$ cat config.mk
export PLATFORM = sky130hd
export DESIGN_NAME = uart_rx_fsmd
export DESIGN_NICKNAME = d
export VERILOG_FILES = /design/src/rtl/uart_rx_fsmd.sv
export SDC_FILE = /design/constraint.sdc
export NUM_CORES = 1
export LEC_CHECK = 0
export ABC_AREA = 0
export CAP_MARGIN = 20
export CORE_MARGIN = 8
export CORE_UTILIZATION = 50
export CTS_CLUSTER_DIAMETER = 60
export DETAILED_ROUTE_END_ITERATION = 10
export PLACE_DENSITY = 0.79
export SYNTH_ARGS = -nofsm -noshare
export SYNTH_HDL_FRONTEND = slang
export SYNTH_SLANG_ARGS = --single-unit
$ cat constraint.sdc
create_clock -name clk -period 2.2 [get_ports clk]
set_clock_uncertainty 0.05 [all_clocks]
set_input_delay 0.66 -clock clk [delete_from_list [all_inputs] [get_ports clk]]
set_output_delay 0.66 -clock clk [all_outputs]
set_load 0.1 [all_outputs]
$ cat src/rtl/uart_rx_fsmd.sv
// UART receiver (controller + datapath): mid-bit sampling, LSB first, optional parity, one stop bit.
// Optional UART_RX_MAJORITY_EN: 2-of-3 vote around each sample point (decision one cycle later).
module uart_rx_fsmd #(
  parameter int data_size           = 8,
  parameter int parity_on           = 1,
  parameter int even_parity         = 1,
  parameter int no_of_clks          = 16,
  parameter int sampling_cntr_width = 4
) (
  input  logic                 clk,
  input  logic                 rst,
  input  logic                 Rx_s,
  output logic [data_size-1:0] data_out,
  output logic                 data_valid,
  output logic                 parity_err,
  output logic                 frame_err,
  output logic                 busy
);

  localparam int W = sampling_cntr_width;
  localparam logic [W-1:0] LAST = W'(no_of_clks - 1);
`ifdef UART_RX_MAJORITY_EN
  localparam logic [W-1:0] START_PT = W'(no_of_clks / 2 + 1);
`else
  localparam logic [W-1:0] START_PT = W'(no_of_clks / 2);
`endif
  localparam logic [3:0] LAST_BIT = 4'(data_size - 1);

  typedef enum logic [2:0] {IDLE, START, DATA, PARITY, STOP, WAIT_IDLE} state_t;

  state_t               state;
  logic [W-1:0]         cnt;
  logic [3:0]           bit_cnt;
  logic [data_size-1:0] shreg;
  logic [data_size:0]   sh_next;
  logic                 par_q;
  logic                 stop_q;
  logic                 done;
  logic                 samp;

`ifdef UART_RX_MAJORITY_EN
  // hist[1] holds the line at mid-1, hist[0] at mid; the vote completes at mid+1.
  logic [1:0] hist;
  always_ff @(posedge clk or posedge rst) begin
    if (rst) hist <= 2'b11;
    else     hist <= {hist[0], Rx_s};
  end
  assign samp = (hist[1] & hist[0]) | (hist[1] & Rx_s) | (hist[0] & Rx_s);
`else
  assign samp = Rx_s;
`endif

  assign sh_next = {samp, shreg};

  always_ff @(posedge clk or posedge rst) begin
    if (rst) begin
      state      <= IDLE;
      cnt        <= '0;
      bit_cnt    <= '0;
      shreg      <= '0;
      par_q      <= 1'b0;
      stop_q     <= 1'b0;
      done       <= 1'b0;
      data_out   <= '0;
      data_valid <= 1'b0;
      parity_err <= 1'b0;
      frame_err  <= 1'b0;
      busy       <= 1'b0;
    end else begin
      data_valid <= 1'b0;
      case (state)
        IDLE: begin
          if (!Rx_s) begin
            state <= START;
            busy  <= 1'b1;
            cnt   <= W'(1);  // the detecting edge is cycle 0, so the next edge is cycle 1
          end
        end
        START: begin
          if (cnt == START_PT) begin
            cnt <= '0;
            if (samp) begin
              state <= IDLE;
              busy  <= 1'b0;
            end else begin
              state   <= DATA;
              bit_cnt <= '0;
            end
          end else begin
            cnt <= cnt + W'(1);
          end
        end
        DATA: begin
          if (cnt == LAST) begin
            cnt     <= '0;
            shreg   <= sh_next[data_size:1];
            bit_cnt <= bit_cnt + 4'd1;
            if (bit_cnt == LAST_BIT) state <= (parity_on != 0) ? PARITY : STOP;
          end else begin
            cnt <= cnt + W'(1);
          end
        end
        PARITY: begin
          if (cnt == LAST) begin
            cnt   <= '0;
            par_q <= (even_parity != 0) ? (^shreg ^ samp) : ~(^shreg ^ samp);
            state <= STOP;
          end else begin
            cnt <= cnt + W'(1);
          end
        end
        STOP: begin
          if (done) begin
            // Result is published one cycle after the stop-bit decision.
            done       <= 1'b0;
            data_out   <= shreg;
            data_valid <= 1'b1;
            parity_err <= (parity_on != 0) ? par_q : 1'b0;
            frame_err  <= ~stop_q;
            cnt        <= '0;
            if (stop_q) begin
              state <= IDLE;
              busy  <= 1'b0;
            end else begin
              state <= WAIT_IDLE;
            end
          end else if (cnt == LAST) begin
            stop_q <= samp;
            done   <= 1'b1;
          end else begin
            cnt <= cnt + W'(1);
          end
        end
        WAIT_IDLE: begin
          if (Rx_s) begin
            state <= IDLE;
            busy  <= 1'b0;
          end
        end
        default: begin
          state <= IDLE;
          busy  <= 1'b0;
        end
      endcase
    end
  end

endmodule

==> results of run 1 <==
[routing by layer]
metal / up-vias / global-route usage
li1: 589 / -
met1: 617 / 0.161
met2: 34 / 0.215
met3: 12 / 0.0573
met4: 0 / 0.0761
met5: - / 0
[cells by family (layout without fill, tap and decap cells)]
kind of cell | count (synthesis) | after routing | share of synthesized area
muxes | 19 | 19 | 0.124
and+or+nand+nor | 41 | 41 | 0.140
buffers and inverters | 14 | 35 | 0.0349
DFF | 34 | 34 | 0.494
xor gates and xnor gates | 7 | 7 | 0.0436
adders and majority gates | 3 | 3 | 0.0218
AOI/OAI and AO/OA | 34 | 34 | 0.142
[cell type report]
cell class | count | share of cell area
Clock inverter | 2 | 0.00655
Tap cell | 46 | 0.0274
Timing Repair Buffer | 19 | 0.142
Multi-Input combinational cell | 104 | 0.386
Sequential cell | 34 | 0.405
Inverter | 8 | 0.0143
Clock buffer | 6 | 0.0196
[state kept, by name, summed over array words and instances (netlist names)]
name / cells
stop_q: 1
busy: 1
parity_err: 1
done: 1
par_q: 1
data_out: 8
frame_err: 1
bit_cnt: 4
cnt: 4
shreg: 8
state: 3
data_valid: 1
[power groups by stage]
| stage | registers, W | logic (W) | clock network [W] |
|---|---|---|---|
| floorplan | 0.000938 | 0.000735 | 0 |
| detailed placement | 0.000989 | 0.000889 | 0 |
| global placement | 0.000974 | 0.000844 | 0 |
| CTS | 0.000977 | 0.000897 | 0.000356 |
| finish | 0.000985 | 0.000892 | 0.000342 |
| global route | 0.00101 | 0.000983 | 0.000387 |
[worst paths after layout]
path / start / end / slack (ns) / cells past startpoint
worst max register to register: cnt[0]$_DFFE_PP0P_ / bit_cnt[0]$_DFFE_PP0P_ / 0.19 / 6
min in group asynchronous: rst / bit_cnt[3]$_DFFE_PP0P_ / 0.64 / 3
worst min register to register: bit_cnt[3]$_DFFE_PP0P_ / bit_cnt[3]$_DFFE_PP0P_ / 0.43 / 1
max in group asynchronous: rst / parity_err$_DFFE_PP0P_ / 1.15 / 3
worst min-delay path: bit_cnt[3]$_DFFE_PP0P_ / bit_cnt[3]$_DFFE_PP0P_ / 0.43 / 1
worst max-delay path: Rx_s / bit_cnt[0]$_DFFE_PP0P_ / 0.14 / 5
[per-stage QoR]
stage / cells / setup TNS, ns / total power, W / setup slack [ns] / hold slack, ns
after floorplan: 152 / 0 / 0.00167 / 0.311 / 0.389
after global placement: 211 / -0.369 / 0.00182 / -0.148 / 0.415
after detailed placement: 211 / -0.621 / 0.00188 / -0.196 / 0.423
after global routing: 219 / 0 / 0.00238 / 0.109 / 0.452
after CTS: 219 / 0 / 0.00223 / 0.155 / 0.440
final: 219 / 0 / 0.00222 / 0.142 / 0.433
[cells in the final DEF, fill, tap and decap left out, types with 2 or more instances in the layout]
master	count
mux2_2	18
xnor2_1	5
nor2_1	3
and3_1	2
ha_1	3
o21a_1	2
buf_4	5
a22o_1	2
a221o_1	2
nor2b_1	3
o41ai_1	2
clkbuf_4	5
nand2_1	10
a21boi_0	2
or2_2	2
o211ai_1	3
nand3_1	6
nor3b_1	2
inv_1	8
dfrtp_1	34
buf_12	12
a21oi_1	4
or3b_1	3
clkdlybuf4s50_1	2
o21ai_0	8
==> run summary, run 1 <==
Post-CTS sizing = 0
Fill cells = 265
Fin. max-slew vios = 0
Min Tclk post-route = 2.06 ns
Max layer used = met4
Average wire per standard cell = 15.8 microns
Net count reported at finish = 178
Top cells by area, synth = dfrtp_1 49%, mux2_2 12%, xnor2_1 2.5%
DIE AREA = 0.00558 sq mm
Layout cell share with drive strength beyond 1 = 0.272
Warnings from Yosys = 0
DRT Wirelength = 3.45 mm
CP Cell Sequence = clkdlybuf4s50_1 > or3b_1 > o21a_1 > or3_1 > mux2_2
Clock share of power = 0.154
CTS root buf = clkbuf_4
Final Hold Fails = 0
Yosys top cell area share = 0.494
Clock sink count = 34
Yosys top cell by area = dfrtp_1
Met1 wire length = 1.45 mm
Core Area = 0.00331 sq mm
RSZ-0062 raised after global routing = no
Drt first pass iters = 4
Synth cell count leaders = 34 x dfrtp_1, 18 x mux2_2, 10 x nand2_1
Initial Utilization = 0.520
Diodes inserted = 0
Comb pwr share = 0.402
Async set-reset flop share out of synthesis = 1.00
Die height = 74.7 microns
DRC = 0
Cell with the most instances after synthesis = dfrtp_1
Crit-path slowest cell = clkdlybuf4s50_1
Register area = 851 sq um
Iteration-0 DRC Markers = 129
Leakage power = 0.984 nW
Worst setup EP type = flip-flop
Layout Utilization = 0.635
Max clock buf depth = 2
H-tree depth = 2
Sequential power share = 0.444
Net switching power = 0.000885 W
Max cap viols = 0
IO Pins = 15
Critical Path Max Stage Delay = 0.44 ns
# rows = 21
Syn Std Cell Area = 0.00172 sq mm
Gp weighted congestion = 0.867
Gr usage total = 0.139
Antenna violations before repair = 0
Grt ovf = 0
Vias in the first global route = 1,253
Worst Path Arrival = 2.23 ns
Worst path required time = 2.37 ns
Num CTS Buffers = 5
Port-buffer cells = 14
Placed inst area = 0.00205 sq mm
Reg clk slew, reported paths = 0.12 ns
Clk_lat worst skew = 0.34 ns
Multi-input logic area = 811 sq um
First-pass GRT wire length = 5.89 mm
CP max FO = 3
WL met2 = 1.69 mm
Critical path type = input pin to flip-flop
CP top delay family = simple AND/OR/NAND/NOR gates
Seq cells post-synth = 34
Synth Net Count = 158
Unique cell type count in the Yosys netlist = 46
Max Clk Rate = 0.486 GHz
CTS tree = yes
Outcome = completed
Overall die width = 74.7 microns
Slew HR = 0.636
Worst Max-Slew Pin Slew = 0.538 ns
WP buf/inv = 1
Top FF cell, synth = dfrtp_1
Max VDD drop = 0.545 mV
Setup Fix Bufs, Post-CTS = 0
Post-CTS Hold Fix Bufs = 0
Final Cell Area = 0.00210 sq mm
DP HPWL = 2.47 mm
Seq/Total Area, Yosys = 0.494
Internal power = 0.00133 W
Post-Syn Area per Cell = 11.3 sq um
Routed wl met3 = 219 microns
Area grow syn2layout = 22.1%
Vias = 1,252
Switching Share = 0.399
Pin count of the biggest net entering global routing = 35
Pwr dens = 1060 mW/mm^2
CP Launch Type = input pin
Setup violators final = 0
Final period utilization = 0.935
DR vias/cell = 5.72
Post-synth EDFFs = 0
Worst hold-check path type = flip-flop to flip-flop
Cell count after synthesis = 152
Routed Antenna Nets = 0
No activity file was read; power rests on OpenSTA's default activity.
==> run 2: changes to the inputs <==
Settings changed: CORE_UTILIZATION 50 to 56, HOLD_SLACK_MARGIN set to 0.03, PLACE_DENSITY 0.79 to 0.86.
==> run 2 against run 1 <==
Against the previous run: clock power up 5%; setup slack better by 0.021 ns; global-route usage up 0.94 points; highest routed layer unchanged; worst hold slack better by 0.021 ns; largest power group unchanged; cell area down 1.1%; count of clock-buffer cells in the layout up 1; via count down 1.3%; sequential share of layout area up 0.46 points; critical path depth unchanged.
==> run summary, run 2 (synthesis gave the netlist of run 1 again) <==
CP startpoint = Rx_s
Slew HR = 0.623 (-0.0128)
Iteration-0 DRC Markers = 112 (-13%)
Gr usage total = 0.149 (+0.00940)
CTS root buf = clkbuf_4
Max VDD drop = 0.601 mV (+10%)
Pwr dens = 1080 mW/mm^2 (+2.1%)
Post-CTS Hold Fix Bufs = 0 (unchanged)
Fin. max-slew vios = 0 (unchanged)
Vias in the first global route = 1,355 (+8.1%)
First-pass GRT wire length = 6.02 mm (+2.2%)
Min Tclk post-route = 2.04 ns (-0.0213 ns)
RSZ-0062 raised after global routing = no
Leakage power = 0.984 nW (about the same)
Layout Utilization = 0.698 (+0.0630)
Initial Utilization = 0.578 (+0.0581)
Worst Path Arrival = 2.22 ns (about the same)
Port-buffer cells = 14 (unchanged)
CP Launch Type = input pin
DR vias/cell = 6.00 (+5.0%)
Vias = 1,236 (-1.3%)
Met3 GRT Util = 0.0600 (+0.00272)
Max cap viols = 0 (unchanged)
Pin count of the biggest net entering global routing = 35 (unchanged)
Antenna violations before repair = 0 (unchanged)
Grt ovf = 0 (unchanged)
Clk_lat worst skew = 0.34 ns (about the same)
IO Pins = 15 (unchanged)
Crit-path slowest cell = clkdlybuf4s50_1
Setup TNS = 0 ns (unchanged)
Commonest non-fill, non-tap cell in the layout = dfrtp_1
Largest regs = data_out x8, shreg x8
Worst Max-Slew Pin Slew = 0.557 ns (+0.0189 ns)
Overall die width = 71.4 microns (-4.3%)
Worst path required time = 2.38 ns (about the same)
Reg clk slew, reported paths = 0.10 ns (-0.02 ns)
DRC = 0 (unchanged)
Met1 Use GR = 0.171 (+0.00936)
Worst hold-check path type = flip-flop to flip-flop
Non-Filler Instances = 206 (-5.9%)
Worst setup EP type = flip-flop
Drt first pass iters = 4 (unchanged)
Max clock buf depth = 2 (unchanged)
DRT Wirelength = 3.43 mm (-0.58%)
DP HPWL = 2.42 mm (-1.8%)
Outcome = completed
Num CTS Buffers = 5 (unchanged)
Average wire per standard cell = 16.7 microns (+5.7%)
Routed Antenna Nets = 0 (unchanged)
H-tree depth = 2 (unchanged)
CTS tree = yes
Setup violators final = 0 (unchanged)
Gr busiest metal = met2
Worst r2r src = cnt[0]$_DFFE_PP0P_
Final Worst Setup Slack = 0.163 ns (+0.0213 ns)
Final period utilization = 0.926 (-0.00969)
Gp weighted congestion = 0.936 (+8.1%)
Net count reported at finish = 178 (unchanged)
Max Clk Rate = 0.491 GHz (+1.0%)
Final Hold Fails = 0 (unchanged)
Critical path type = input pin to flip-flop
Hold Crit Start = bit_cnt[3]$_DFFE_PP0P_
Clock sink count = 34 (unchanged)
CP Cell Sequence = clkdlybuf4s50_1 > or3b_1 > o21a_1 > or3_1 > mux2_2
# rows = 20 (-4.8%)
Setup Fix Bufs, Post-CTS = 0 (unchanged)
Core Area = 0.00298 sq mm (-10%)
M2 GR Usage = 0.232 (+0.0167)
CP max FO = 3 (unchanged)
Diodes inserted = 0 (unchanged)
Layout cell share with drive strength beyond 1 = 0.272 (unchanged)
Area grow syn2layout = 20.7%
Most frequent cells in the layout = 34 x dfrtp_1, 18 x mux2_2, 11 x buf_12
Post-CTS sizing = 0 (unchanged)
Fill cells = 210 (-21%)
DP Worst Slack = -0.180 ns (+0.0163 ns)
Dpl cells = 198 (-6.2%)
DIE AREA = 0.00510 sq mm (-8.5%)
Critical Path Max Stage Delay = 0.42 ns (-0.02 ns)
Die height = 71.4 microns (-4.3%)
run 2: cell type report:
cell class,instances,area (sq um),share of cell area
Clock inverter,1,5.00,0.00241
Inverter,8,30.0,0.0144
Multi-Input combinational cell,104,811,0.390
Clock buffer,7,55.1,0.0265
Sequential cell,34,851,0.409
Tap cell,33,41.3,0.0199
Timing Repair Buffer,19,285,0.137
run 2: critical path, delay by kind of cell:
| family | cells | cell delay, ns |
|---|---|---|
| compound gates | 1 | 0.13 |
| simple gates | 2 | 0.72 |
| buf+inv | 1 | 0.42 |
| mux | 1 | 0.27 |
run 2: path summary, 6_finish.rpt:
check / end / slack (ns) / depth (start not counted)
worst min register to register: bit_cnt[3]$_DFFE_PP0P_ / 0.45 / 1
worst max-delay path: bit_cnt[0]$_DFFE_PP0P_ / 0.16 / 5
worst min-delay path: bit_cnt[3]$_DFFE_PP0P_ / 0.45 / 1
max in group asynchronous: shreg[1]$_DFFE_PP0P_ / 1.12 / 3
min in group asynchronous: bit_cnt[2]$_DFFE_PP0P_ / 0.67 / 3
worst max register to register: bit_cnt[0]$_DFFE_PP0P_ / 0.23 / 6
run 2: power by group:
part           switching, W  internal, W  total [W]
Sequential         0.000226     0.000760   0.000986
Clock              0.000205     0.000155   0.000360
Combinational      0.000445     0.000448   0.000893
run 2: through the flow:
step | instance area (sq um) | hold WS, ns | total power (W)
2_1_floorplan | 1720 | 0.389 | 0.00167
3_3_place_gp | 2020 | 0.419 | 0.00181
3_5_place_dp | 2020 | 0.441 | 0.00188
4_1_cts | 2080 | 0.460 | 0.00225
5_1_grt | 2080 | 0.491 | 0.00240
6_report | 2080 | 0.454 | 0.00224
run 2: per-layer routing:
metal	vias to the layer above	share of wire
met4	0	0.015
met2	29	0.49
li1	590	-
met1	610	0.44
met5	-	0
met3	7	0.050
==> run 3: changes to the inputs <==
Settings changed: CORE_UTILIZATION 56 to 50, PLACE_DENSITY 0.86 to 0.81.
==> run 3 against run 2 <==
Against the previous run: cell area increased by 1.1%; count of clock-buffer cells in the layout unchanged; utilization shrank 6.3 points.
==> run summary, run 3 (synthesis gave the netlist of run 1 again) <==
DP HPWL = 2.47 mm (+1.9%)
CP top delay family = simple AND/OR/NAND/NOR gates
Fin. max-slew vios = 0 (unchanged)
Leakage power = 0.989 nW (+0.55%)
Gr usage total = 0.146 (-0.00270)
Critical Path Stages = 5 (unchanged)
Worst hold-check path type = flip-flop to flip-flop
Iteration-0 DRC Markers = 92 (-18%)
Antenna violations before repair = 0 (unchanged)
Max clock buf depth = 2 (unchanged)
CP Cell Sequence = clkdlybuf4s50_1 > or3b_1 > o21a_1 > or3_1 > mux2_2
Diodes inserted = 0 (unchanged)
DRT Wirelength = 3.48 mm (+1.4%)
Setup TNS = 0 ns (unchanged)
Switching Share = 0.390 (-0.00111)
Clock share of power = 0.165 (+0.004)
Max cap viols = 0 (unchanged)
Area grow syn2layout = 22.1%
Largest regs = data_out x8, shreg x8
WHS Path Cells = 1 (unchanged)
Worst Path Arrival = 2.21 ns (about the same)
Setup Fix Bufs, Post-CTS = 0 (unchanged)
Average wire per standard cell = 15.8 microns (-5.1%)
Net count reported at finish = 179 (+0.56%)
Clk_lat worst skew = 0.34 ns (about the same)
Routed Antenna Nets = 0 (unchanged)
Most frequent cells in the layout = 34 x dfrtp_1, 18 x mux2_2, 11 x buf_12
Max Clk Rate = 0.493 GHz (+0.33%)
Sequential power share = 0.437 (-0.003)
DR vias/cell = 5.61 (-6.5%)
Max VDD drop = 0.528 mV (-12%)
Port-buffer cells = 14 (unchanged)
Vias = 1,234 (-0.16%)
Core Area = 0.00331 sq mm (+11%)
Post-CTS Hold Fix Bufs = 0 (unchanged)
Die height = 74.7 microns (+4.5%)
DIE AREA = 0.00558 sq mm (+9.3%)
H-tree depth = 2 (unchanged)
Fill cells = 280 (+33%)
CP Launch Type = input pin
Crit-path slowest cell = clkdlybuf4s50_1
Worst Max-Slew Pin Slew = 0.560 ns (+0.00294 ns)
Drt first pass iters = 4 (unchanged)
Outcome = completed
Slew HR = 0.621 (-0.00199)
Critical Path Max Stage Delay = 0.43 ns (about the same)
Clock sink count = 34 (unchanged)
Grt ovf = 0 (unchanged)
Net switching power = 0.000872 W (-0.44%)
Initial Utilization = 0.520 (-0.0581)
DRC = 0 (unchanged)
Post-CTS sizing = 0 (unchanged)
IO Pins = 15 (unchanged)
Worst path required time = 2.38 ns (about the same)
Worst R2R Path Depth = 6 (unchanged)
Pin count of the biggest net entering global routing = 35 (unchanged)
Worst setup EP type = flip-flop
Internal power = 0.00136 W (about the same)
Non-Filler Instances = 220 (+6.8%)
Commonest non-fill, non-tap cell in the layout = dfrtp_1
CTS tree = yes
Setup violators final = 0 (unchanged)
Final Hold Fails = 0 (unchanged)
Layout cell share with drive strength beyond 1 = 0.276 (+0.00419)
Reg clk slew, reported paths = 0.10 ns (about the same)
Num CTS Buffers = 5 (unchanged)
Overall die width = 74.7 microns (+4.5%)
Final period utilization = 0.923 (-0.00303)
WP buf/inv = 1 (unchanged)
CTS root buf = clkbuf_4
Min Tclk post-route = 2.03 ns (-0.00667 ns)
# rows = 21 (+5.0%)
Pwr dens = 1060 mW/mm^2 (-1.3%)
Comb pwr share = 0.398 (about the same)
Reg2Reg Setup Slack = 0.24 ns (about the same)
CP max FO = 3 (unchanged)
Dpl cells = 212 (+7.1%)
Critical path type = input pin to flip-flop
Vias in the first global route = 1,303 (-3.8%)
First-pass GRT wire length = 6.14 mm (+2.0%)
RSZ-0062 raised after global routing = no
Layout Utilization = 0.635 (-0.0630)
Gp weighted congestion = 0.878 (-6.2%)
## run 3: per-stage QoR
| stage | hold slack, ns | instance area, sq um | setup WS, ns | total power, W |
|---|---|---|---|---|
| 2_1_floorplan | 0.389 | 1720 | 0.311 | 0.00167 |
| 3_3_place_gp | 0.410 | 2040 | -0.146 | 0.00181 |
| 3_5_place_dp | 0.435 | 2040 | -0.182 | 0.00188 |
| 4_1_cts | 0.450 | 2100 | 0.184 | 0.00226 |
| 5_1_grt | 0.461 | 2100 | 0.0946 | 0.00241 |
| 6_report | 0.442 | 2100 | 0.170 | 0.00224 |
## run 3: path summary, 6_finish.rpt
path / startpoint / endpoint
worst max-delay path: Rx_s / bit_cnt[0]$_DFFE_PP0P_
worst min-delay path: bit_cnt[3]$_DFFE_PP0P_ / bit_cnt[3]$_DFFE_PP0P_
worst max register to register: cnt[0]$_DFFE_PP0P_ / bit_cnt[0]$_DFFE_PP0P_
worst min register to register: bit_cnt[3]$_DFFE_PP0P_ / bit_cnt[3]$_DFFE_PP0P_
max in group asynchronous: rst / shreg[4]$_DFFE_PP0P_
min in group asynchronous: rst / state[1]$_DFFE_PP0P_
## run 3: cell type report
type                    instances  area [sq um]  share of cell area
flip-flops and latches         34           851               0.405
clock inverters                 1          5.00             0.00238
well taps                      46          57.6              0.0274
clock buffers                   7          55.1              0.0262
inverters                       8          30.0              0.0143
repair buffers                 20           293               0.139
multi-input cells             104           811               0.386
## run 3: metal layers
layer  vias to the layer above  track usage  part of all wire
li1                        590            -                 -
met3                         6       0.0546             0.053
met4                         0       0.0674             0.015
met5                         -            0                 0
met2                        23        0.242              0.50
met1                       615        0.163              0.43
## run 3: power groups by stage
stage	Combinational (W)	Sequential, W	Clock [W]
floorplan	0.000735	0.000938	0
global placement	0.000843	0.000971	0
detailed placement	0.000894	0.000984	0
CTS	0.000902	0.000976	0.000380
global route	0.000999	0.00101	0.000402
finish	0.000890	0.000977	0.000369
